===== src/rtl/spi_host_ctrl_if.sv =====
`default_nettype none
// ============================================================================
// Module  : spi_host_ctrl_if
// Brief   : Device-bus request/response bundle used by spi_host_ctrl.
// Revision: 1.0 - initial release
// ============================================================================
interface spi_host_ctrl_if;
    logic        req;
    logic [31:0] addr;
    logic        we;
    logic [3:0]  be;
    logic [31:0] wdata;
    logic        rvalid;
    logic [31:0] rdata;

    modport master (
        output req, addr, we, be, wdata,
        input  rvalid, rdata
    );

    modport slave (
        input  req, addr, we, be, wdata,
        output rvalid, rdata
    );
endinterface
`default_nettype wire


===== src/rtl/spi_host_ctrl.sv =====
`default_nettype none
// ============================================================================
// Module  : spi_host_ctrl
// Brief   : Bus front end for spi_host: TX byte FIFO, STATUS register and the
//           start/busy handshake sequencer.
// Revision: 1.0 - initial release
// ============================================================================
module spi_host_ctrl #(
    parameter int unsigned FIFO_DEPTH = 8
) (
    input  logic                  clk_i,
    input  logic                  rst_ni,
    spi_host_ctrl_if.slave        bus,
    output logic                  spi_start_o,
    output logic [7:0]            spi_byte_o,
    input  logic                  spi_busy_i
);

    localparam int unsigned       c_ptr_w = $clog2(FIFO_DEPTH);
    localparam logic [c_ptr_w:0]  c_depth = (c_ptr_w + 1)'(FIFO_DEPTH);

    typedef enum logic [1:0] {
        ST_IDLE      = 2'd0,
        ST_START     = 2'd1,
        ST_WAIT_BUSY = 2'd2,
        ST_WAIT_DONE = 2'd3
    } state_t;

    state_t               r_state;
    state_t               w_state_next;
    logic [7:0]           r_mem [FIFO_DEPTH];
    logic [c_ptr_w-1:0]   r_wr_ptr;
    logic [c_ptr_w-1:0]   r_rd_ptr;
    logic [c_ptr_w:0]     r_count;
    logic                 r_rvalid;
    logic [31:0]          r_rdata;
    logic                 w_full;
    logic                 w_empty;
    logic                 w_active;
    logic                 w_push;
    logic                 w_pop;
    logic [31:0]          w_rdata_next;
    logic                 w_unused;

    assign w_full   = (r_count == c_depth);
    assign w_empty  = (r_count == '0);
    assign w_active = (r_state != ST_IDLE);

    // Full is judged on the pre-pop count, so a push racing a pop at full is dropped
    assign w_push = bus.req && bus.we && (bus.addr[3:2] == 2'd0) && bus.be[0] && !w_full;

    assign w_rdata_next = (!bus.we && bus.addr[3:2] == 2'd1)
                        ? {29'd0, w_active, w_empty, w_full} : 32'd0;

    assign w_unused = ^{bus.addr[31:4], bus.addr[1:0], bus.be[3:1], bus.wdata[31:8]};

    always_ff @(posedge clk_i or negedge rst_ni) begin
        if (!rst_ni) begin
            r_wr_ptr <= '0;
            r_rd_ptr <= '0;
            r_count  <= '0;
        end else begin
            if (w_push) r_wr_ptr <= r_wr_ptr + 1'b1;
            if (w_pop)  r_rd_ptr <= r_rd_ptr + 1'b1;
            case ({w_push, w_pop})
                2'b10:   r_count <= r_count + 1'b1;
                2'b01:   r_count <= r_count - 1'b1;
                default: r_count <= r_count;
            endcase
        end
    end

    always_ff @(posedge clk_i) begin
        if (w_push) r_mem[r_wr_ptr] <= bus.wdata[7:0];
    end

    always_ff @(posedge clk_i or negedge rst_ni) begin
        if (!rst_ni) begin
            r_rvalid <= 1'b0;
            r_rdata  <= '0;
        end else begin
            r_rvalid <= bus.req;
            if (bus.req) r_rdata <= w_rdata_next;
        end
    end

    assign bus.rvalid = r_rvalid;
    assign bus.rdata  = r_rdata;

    always_ff @(posedge clk_i or negedge rst_ni) begin
        if (!rst_ni) r_state <= ST_IDLE;
        else         r_state <= w_state_next;
    end

    always_comb begin
        w_state_next = r_state;
        w_pop        = 1'b0;
        spi_start_o  = 1'b0;
        spi_byte_o   = '0;
        case (r_state)
            ST_IDLE: begin
                if (!w_empty && !spi_busy_i) w_state_next = ST_START;
            end
            ST_START: begin
                spi_start_o  = 1'b1;
                spi_byte_o   = r_mem[r_rd_ptr];
                w_pop        = !w_empty;
                w_state_next = ST_WAIT_BUSY;
            end
            ST_WAIT_BUSY: begin
                if (spi_busy_i) w_state_next = ST_WAIT_DONE;
            end
            ST_WAIT_DONE: begin
                if (!spi_busy_i) w_state_next = ST_IDLE;
            end
            default: w_state_next = ST_IDLE;
        endcase
    end

endmodule
`default_nettype wire


===== src/flat_wrapper.sv =====
// flat-port wrapper written by rule: the top's interface ports become plain ports
module spi_host_ctrl_flat 
#(
    parameter int unsigned FIFO_DEPTH = 8
)
  (clk_i, rst_ni, spi_start_o, spi_byte_o, spi_busy_i, bus_req, bus_addr, bus_we, bus_be, bus_wdata, bus_rvalid, bus_rdata);
  spi_host_ctrl_if bus_i ();
  input  logic clk_i;
  input  logic rst_ni;
  output logic spi_start_o;
  output logic [7:0] spi_byte_o;
  input  logic spi_busy_i;
  input wire logic [$bits(bus_i.req)-1:0] bus_req;
  input wire logic [$bits(bus_i.addr)-1:0] bus_addr;
  input wire logic [$bits(bus_i.we)-1:0] bus_we;
  input wire logic [$bits(bus_i.be)-1:0] bus_be;
  input wire logic [$bits(bus_i.wdata)-1:0] bus_wdata;
  output wire logic [$bits(bus_i.rvalid)-1:0] bus_rvalid;
  output wire logic [$bits(bus_i.rdata)-1:0] bus_rdata;
  assign bus_i.req = bus_req;
  assign bus_i.addr = bus_addr;
  assign bus_i.we = bus_we;
  assign bus_i.be = bus_be;
  assign bus_i.wdata = bus_wdata;
  assign bus_rvalid = bus_i.rvalid;
  assign bus_rdata = bus_i.rdata;
  spi_host_ctrl #(.FIFO_DEPTH(FIFO_DEPTH)) u_core (.clk_i(clk_i), .rst_ni(rst_ni), .bus(bus_i), .spi_start_o(spi_start_o), .spi_byte_o(spi_byte_o), .spi_busy_i(spi_busy_i));
endmodule

===== config.mk =====
export PLATFORM = sky130hd
export DESIGN_NAME = spi_host_ctrl_flat
export DESIGN_NICKNAME = d
export VERILOG_FILES = /design/src/rtl/spi_host_ctrl_if.sv /design/src/rtl/spi_host_ctrl.sv /design/src/flat_wrapper.sv
export SDC_FILE = /design/constraint.sdc
export NUM_CORES = 1
export LEC_CHECK = 0
export BUFFER_PORTS_ARGS = -buffer_cell sky130_fd_sc_hd__buf_2
export CAP_MARGIN = 30
export CORE_MARGIN = 4
export CORE_UTILIZATION = 30
export CTS_CLUSTER_DIAMETER = 30
export DETAILED_ROUTE_END_ITERATION = 6
export GPL_TIMING_DRIVEN = 0
export PLACE_DENSITY = 0.54
export SLEW_MARGIN = 10
export SYNTH_ARGS = -nofsm -noshare
export SYNTH_HDL_FRONTEND = slang
export SYNTH_SLANG_ARGS = --single-unit

===== constraint.sdc =====
create_clock -name clk_i -period 2.73 [get_ports clk_i]
set_input_delay 0.1365 -clock clk_i [delete_from_list [all_inputs] [get_ports clk_i]]
set_output_delay 0.1365 -clock clk_i [all_outputs]
set_load 0.005 [all_outputs]

==> results of run 1 <==
final timing paths:
kind | cells after the start | slack, ns | end | start
min in group asynchronous | 2 | 0.25 | u_core.bus.rdata[2] | rst_ni
worst max-delay path | 10 | 0.17 | u_core.r_count[2] | u_core.r_count[2]
worst min register to register | 1 | 0.52 | u_core.r_count[3] | u_core.r_count[3]
worst min-delay path | 1 | 0.08 | u_core.r_mem[7][1] | bus_wdata[1]
worst max register to register | 10 | 0.17 | u_core.r_count[2] | u_core.r_count[2]
max in group asynchronous | 2 | 2.20 | u_core.r_state[1] | rst_ni
worst max-delay path, cell delays in order (launching register included):
cell and delay (ns):
dfrtp_1 0.45, or4_4 0.57, and2_4 0.17, buf_6 0.12, ha_1 0.26, xor2_1 0.18
ha_1 0.18, a21oi_1 0.15, xor2_1 0.16, nor2_1 0.06, xor2_1 0.14
cells by family after synthesis:
logic type	after synthesis	share of synthesized area, %
compound gates	11	1.94
mux	28	13.5
flops	80	64.2
buf+inv	42	7.96
fa+ha+maj	9	3.12
xor+xnor	8	1.94
simple gates	44	7.17
other cells	1	0.104
layer usage:
metal	up-vias	routed length [um]	GRT usage, %	part of all wire, %
met3	7	271	2.02	4.1
met1	943	3020	12.7	46
met2	54	3170	16.1	48
met4	0	112	4.84	1.7
met5	-	0	0	0
li1	924	-	-	-
what timing repair did:
action,4_1_cts,5_1_grt
setup endpoints to repair,0,0
endpoints found under the hold margin,17,0
hold buffers,2,0
layout by cell type, fill, tap and decap left out, types with 2 or more instances in the layout:
cell type | synthesis | final
xnor2_1 | 2 | 2
nor3_2 | 0 | 2
nand2_1 | 6 | 6
clkinvlp_4 | 0 | 3
clkbuf_16 | 0 | 9
buf_1 | 2 | 2
xor2_1 | 6 | 6
conb_1 | 1 | 29
buf_6 | 2 | 2
nor2b_1 | 11 | 11
dfrtp_1 | 16 | 16
inv_1 | 6 | 6
inv_6 | 0 | 2
edfxtp_1 | 64 | 64
mux2i_1 | 8 | 8
mux4_2 | 16 | 16
nor3b_1 | 2 | 2
nand3_1 | 2 | 2
dlygate4sd3_1 | 0 | 2
buf_4 | 30 | 32
a21oi_1 | 2 | 2
o22ai_1 | 2 | 2
ha_1 | 9 | 9
nand2b_1 | 2 | 2
o21ai_0 | 3 | 3
mux2_2 | 2 | 2
o32ai_1 | 2 | 2
nor2_1 | 8 | 8
buf_2 | 1 | 29
power groups by stage:
stage | clock, mW | combinational (mW) | sequential (mW)
floorplan | 0 | 0.917 | 1.51
global placement | 0 | 1.19 | 1.53
finish | 1.09 | 1.18 | 1.51
CTS | 1.13 | 1.21 | 1.51
detailed placement | 0 | 1.21 | 1.54
global route | 1.17 | 1.31 | 1.53
flip-flops by register name, summed over array words and instances (netlist names):
signal and flops:
u_core.r_mem 64, u_core.r_count 4, u_core.bus.rdata 3, u_core.r_rd_ptr 3
u_core.r_wr_ptr 3, u_core.r_state 2, u_core.bus.rvalid 1
final cells by class:
type	count	share of cell area (%)
Multi-Input combinational cell	129	25.7
Sequential cell	80	53.3
Inverter	6	0.517
Timing Repair Buffer	32	4.02
Buffer	36	6.09
Tap cell	143	4.11
Clock inverter	6	1.01
Clock buffer	10	5.26
==> results.md, run 1 <==
* CTS Sinks at 80
* Drt first pass iters at 4
* Reg area at 2320 um^2
* Register area share after synthesis at 64.2%
* Initial antenna violation count at 0
* Crit end category: flop
* Layout cell share with drive strength beyond 1 at 35.1%
* First-pass GRT wire length at 10500 um
* Hold Fails Final Rpt at 0
* Final wirelength at 6580 um
* Clk_skew at 0.00857 ns
* Clock Power Share at 28.7%
* Core area at 11600 um^2
* Final antenna-violating net count at 0
* Synth Cell Area at 3610 um^2
* Post-synth top area cell: edfxtp_1
* Via count at 1928
* Number of synthesized flops with an enable pin at 64
* Worst slew pin tran at 0.898 ns
* Final Max Tran Viols at 0
* Startpoint class of the critical path: flop
* Slew headroom at 39.9%
* Pleak at 1.72 nW
* Post-synth ARST share at 20.0%
* CP arrival at 2.78 ns
* Syn Inst Count at 223
* Setup ws final at 0.168 ns
* H-tree levels at 3
* Total congestion overflow at 0
* Clock-pin slew on the worst setup and hold paths at 0.06 ns
* DP HPWL at 4430 um
* Top cells by area, synth: edfxtp_1 53%, dfrtp_1 11%, mux4_2 10%
* Worst Path Required at 2.94 ns
* Logic pwr share at 31.2%
* DP Area at 4060 um^2
* # Max-Cap Violations at 0
* Via density at 4.36
* Non-filler instance count after layout at 442
* PortBufs at 28
* Worst Hold Class: in2reg
* Hold_ws at 0.0839 ns
* Vias in the first global route at 1952
* CTS Buffer Depth at 2
* Post-Place Cells at 423
* Power Internal at 2.65 mW
* Initial Utilization at 31.1%
* Number of DRC markers in iteration 0 at 93
* CTS root buf: clkbuf_16
* Final Core Density at 37.5%
* Net switching share of the total power at 29.9%
* # fillers at 1126
* Global Route Usage Sum at 9.92%
* Fmax at 390 MHz
* Max VDD drop at 0.322 mV
* Area delta synth->final at 20.5%
* Final net count at 376
* Routed WL per cell at 14.9 um
* Setup-failing EPs final at 0
* CTS buffer count at 9
* Synth warn at 0
* TritonCTS clock tree: done
* Gpl congestion at 0.664
* Post-CTS setup buffers at 0
* Die height at 118 um
* Ys flop type: edfxtp_1
* DRC viols at 0
* Post-route cell area at 4360 um^2
* Status: complete, no violations
* I/O pins at 115
* Yosys cell types at 40
* Row Count at 39
* Tmin final at 2.56 ns
* PD cells at 868 nW/um^2
* Largest net degree at the start of global routing at 17
* DIE WIDTH at 118 um
* Total power at 3.78 mW
* CP Class: reg2reg
* Fin crit share at 93.8%
* Count leader, synth: edfxtp_1
* Maximum net fanout on the critical path at 7
* Clock Latency Late Sink at 0.33 ns
* Post-cts sizing count at 0
* Share of the synthesized area in the top cell type at 53.2%
* Area of the multi-input gates at 1120 um^2
* Ant diodes at 0
* RSZ-0062 raised after global routing: false
* Mean area per synthesized cell at 16.2 um^2
* Net switching component of the power at 1.13 mW
* Pre-CTS WS at 0.179 ns
* Setup tns final at 0 ns
* DIE AREA at 13900 um^2
* Post-synth top cells: 64 x edfxtp_1, 30 x buf_4, 16 x dfrtp_1, 16 x mux4_2, 11 x nor2b_1
* Part of the power in registers at 40.0%
* Yosys reg bits at 80
(Power assumes the default switching activity.)
==> run 2, diff against run 1 <==
- ABC_AREA: not set -> 1
==> run 2 against run 1 <==
Compared with the run above:
- combinational power increased by 31%
- total power up 13%
- sequential share of layout area down 1.9 points
- worst setup slack improved by 0.26 ns
- maximum frequency rose by 11%
- core utilization decreased by 0.055 points
- cell area rose by 3.7%
- count of clock-buffer cells in the layout decreased by 1
- non-clock buffer count increased by 4
- sequential power barely moved
- critical endpoint unchanged
- largest cell class unchanged
- largest power group unchanged
- highest routed layer unchanged
==> results.md, run 2 <==
* CTS Buffer Depth at 2
* Syn Inst Count at 333
* CP Class: reg2reg
* Fmax at 435 MHz
* RSZ-0062 raised after global routing: false
* Critical path's top delay family: adder cells
* Die height at 119 um
* Synth Cell Area at 3720 um^2
* Row Count at 40
* Slew headroom at 41.0%
* Status: complete, no violations
* Most frequent cells in the layout: 66 x nor2_1, 64 x edfxtp_1, 37 x nand2_1
* Mean area per synthesized cell at 11.2 um^2
* Number of DRC markers in iteration 0 at 115
* Post-synth ARST share at 20.0%
* I/O pins at 115
* Crit path from: u_core.r_state[1]
* Final Max Tran Viols at 0
* Final wirelength at 8160 um
* Routed WL per cell at 14.1 um
* Pre-CTS WS at 0.409 ns
* Non-filler instance count after layout at 577
* First-pass GRT wire length at 12900 um
* CTS root buf: clkbuf_16
* CTS Sinks at 80
* DRC viols at 0
* Most used cell, CP: ha_1
* Initial Utilization at 30.9%
* Vias in the first global route at 2479
* Drt first pass iters at 4
* Share of the synthesized area in the top cell type at 51.6%
* Slowest cell delay on critical path at 0.41 ns
* Setup-failing EPs final at 0
* Clk_skew at 0.00879 ns
* Setup tns final at 0 ns
* Pleak at 1.86 nW
* Global Route Usage Sum at 12.0%
* Post-Place Cells at 557
* Number of synthesized flops with an enable pin at 64
* Register area share after synthesis at 62.3%
* DIE AREA at 14300 um^2
* Via count at 2473
* Maximum net fanout on the critical path at 9
* Crit path buffers/inverters at 3
* CP max stage cell: dfrtp_1
* Max VDD drop at 0.517 mV
* R2R cell count at 12
* Worst slew pin tran at 0.881 ns
* Reg2reg setup slack at 0.43 ns
* Area delta synth->final at 21.3%
* TritonCTS clock tree: done
* RR Startpoint: u_core.r_state[1]
* Via density at 4.29
* Yosys cell types at 31
* Largest net degree at the start of global routing at 17
* Core area at 12100 um^2
* Hold_ws at 0.0779 ns
* Yosys reg bits at 80
* CP cell instances: inv_1 > ha_1 > buf_2 > nand2_1 > inv_1 > ha_1 > nor2_1 > nor2_1 > ha_1 > a21oi_1 > or2_1 > a31oi_1
* Top reg by flops: u_core.r_mem
* Critical Path Stages at 12
* PD cells at 943 nW/um^2
* # Max-Cap Violations at 0
* Initial antenna violation count at 0
* Worst Path Required at 2.98 ns
* Layout cell share with drive strength beyond 1 at 24.4%
* Commonest non-fill, non-tap cell in the layout: nor2_1
* Clock Latency Late Sink at 0.34 ns
* Clock-pin slew on the worst setup and hold paths at 0.06 ns
* Total congestion overflow at 0
* CP arrival at 2.55 ns
* CP endpoint: u_core.r_count[2]
* Startpoint class of the critical path: flop
* PortBufs at 28
* Post-synth top area cell: edfxtp_1
* Regs by FF count: u_core.r_mem x64, u_core.r_count x4
* Post-synth top cells: 66 x nor2_1, 64 x edfxtp_1, 37 x nand2_1
* DP HPWL at 5480 um
* Max reg flops at 64
* # fillers at 1187
* Worst Hold Class: in2reg
* Post-CTS setup buffers at 0
* Ys flop type: edfxtp_1
* DIE WIDTH at 119 um
* Worst reg2reg path endpoint: u_core.r_count[2]
* Fin crit share at 84.3%
* Count leader, synth: nor2_1
* Synth warn at 0
* Hold Fails Final Rpt at 0
* Gpl congestion at 0.798
* Top cells by area, synth: edfxtp_1 52%, dfrtp_1 11%, nor2_1 6.7%
* Setup ws final at 0.429 ns
* Ant diodes at 0
* Final net count at 486
* Final antenna-violating net count at 0
* Tmin final at 2.30 ns
* Total power at 4.26 mW
* H-tree levels at 3
* Crit end category: flop
* CTS buffer count at 9
-- run 2: cell types whose count changed in the layout (fill, tap and decap cells not counted), moves of 3 or more --
cell      previous run  this run
o21ai_1              0        28
xor2_1               6         2
mux2i_1              8         0
o21ai_0              3         7
nor2b_1             11         0
nor2_1               8        66
nand3_1              2         5
o22ai_1              2        11
mux4_2              16         0
inv_1                6        18
o211ai_1             0         6
nand2_1              6        37
-- run 2: metal layers --
layer | track usage [%] | part of all wire (%) | vias to the layer above | wire (um)
li1 | - | - | 1228 | -
met1 | 15.2 | 45 | 1127 | 3710
met2 | 19.3 | 44 | 106 | 3610
met3 | 3.28 | 8.6 | 12 | 703
met4 | 4.94 | 1.7 | 0 | 138
met5 | 0 | 0 | - | 0
-- run 2: kinds of logic after synthesis --
logic type	Yosys count	synth area share (%)
xor gates and xnor gates	5	1.18
AOI/OAI and AO/OA	58	9.10
DFF	80	62.3
adders and majority gates	9	3.02
and+or+nand+nor	120	14.1
other	1	0.101
buffers and inverters	60	10.2
-- run 2: timing repair --
| item | in CTS | in global routing |
|---|---|---|
| hold buffers | 2 | 0 |
| gates resized for setup | 0 | 0 |
| hold endpoints to repair | 17 | 0 |
| setup endpoints to repair | 0 | 0 |
-- run 2: worst min path at each step --
| stage | startpoint | to | slack (ns) | cells past startpoint |
|---|---|---|---|---|
| after global routing | bus_wdata[1] | u_core.r_mem[6][1] | 0.07 | 1 |
| after floorplan | rst_ni | u_core.bus.rdata[0] | -0.16 | 0 |
| after detailed placement | rst_ni | u_core.r_state[1] | 0.08 | 1 |
| final | bus_wdata[2] | u_core.r_mem[0][2] | 0.08 | 1 |
| after global placement | rst_ni | u_core.r_state[1] | 0.08 | 1 |
| after CTS | bus_wdata[2] | u_core.r_mem[3][2] | 0.06 | 1 |
-- run 2: report_power, final --
| group | switching (mW) | total, mW | internal, mW |
|---|---|---|---|
| logic | 0.955 | 1.54 | 0.583 |
| clock network | 0.473 | 1.19 | 0.715 |
| registers | 0.115 | 1.54 | 1.42 |
-- run 2: final cells by class --
type                    count  area (um^2)  area share (%)
flip-flops and latches     80         2320            51.4
multi-input cells         221         1130            25.0
plain buffers              40          304            6.73
clock buffers               9          225            4.98
well taps                 168          210            4.65
repair buffers             32          175            3.88
clock inverters             7         77.6            1.72
inverters                  20         75.1            1.66
-- run 2: metrics by stage --
stage	util [%]	instance area, um^2
final	37.5	4520
after global routing	37.5	4520
after CTS	37.3	4500
after detailed placement	34.7	4180
after global placement	34.7	4180
after floorplan	-	3830
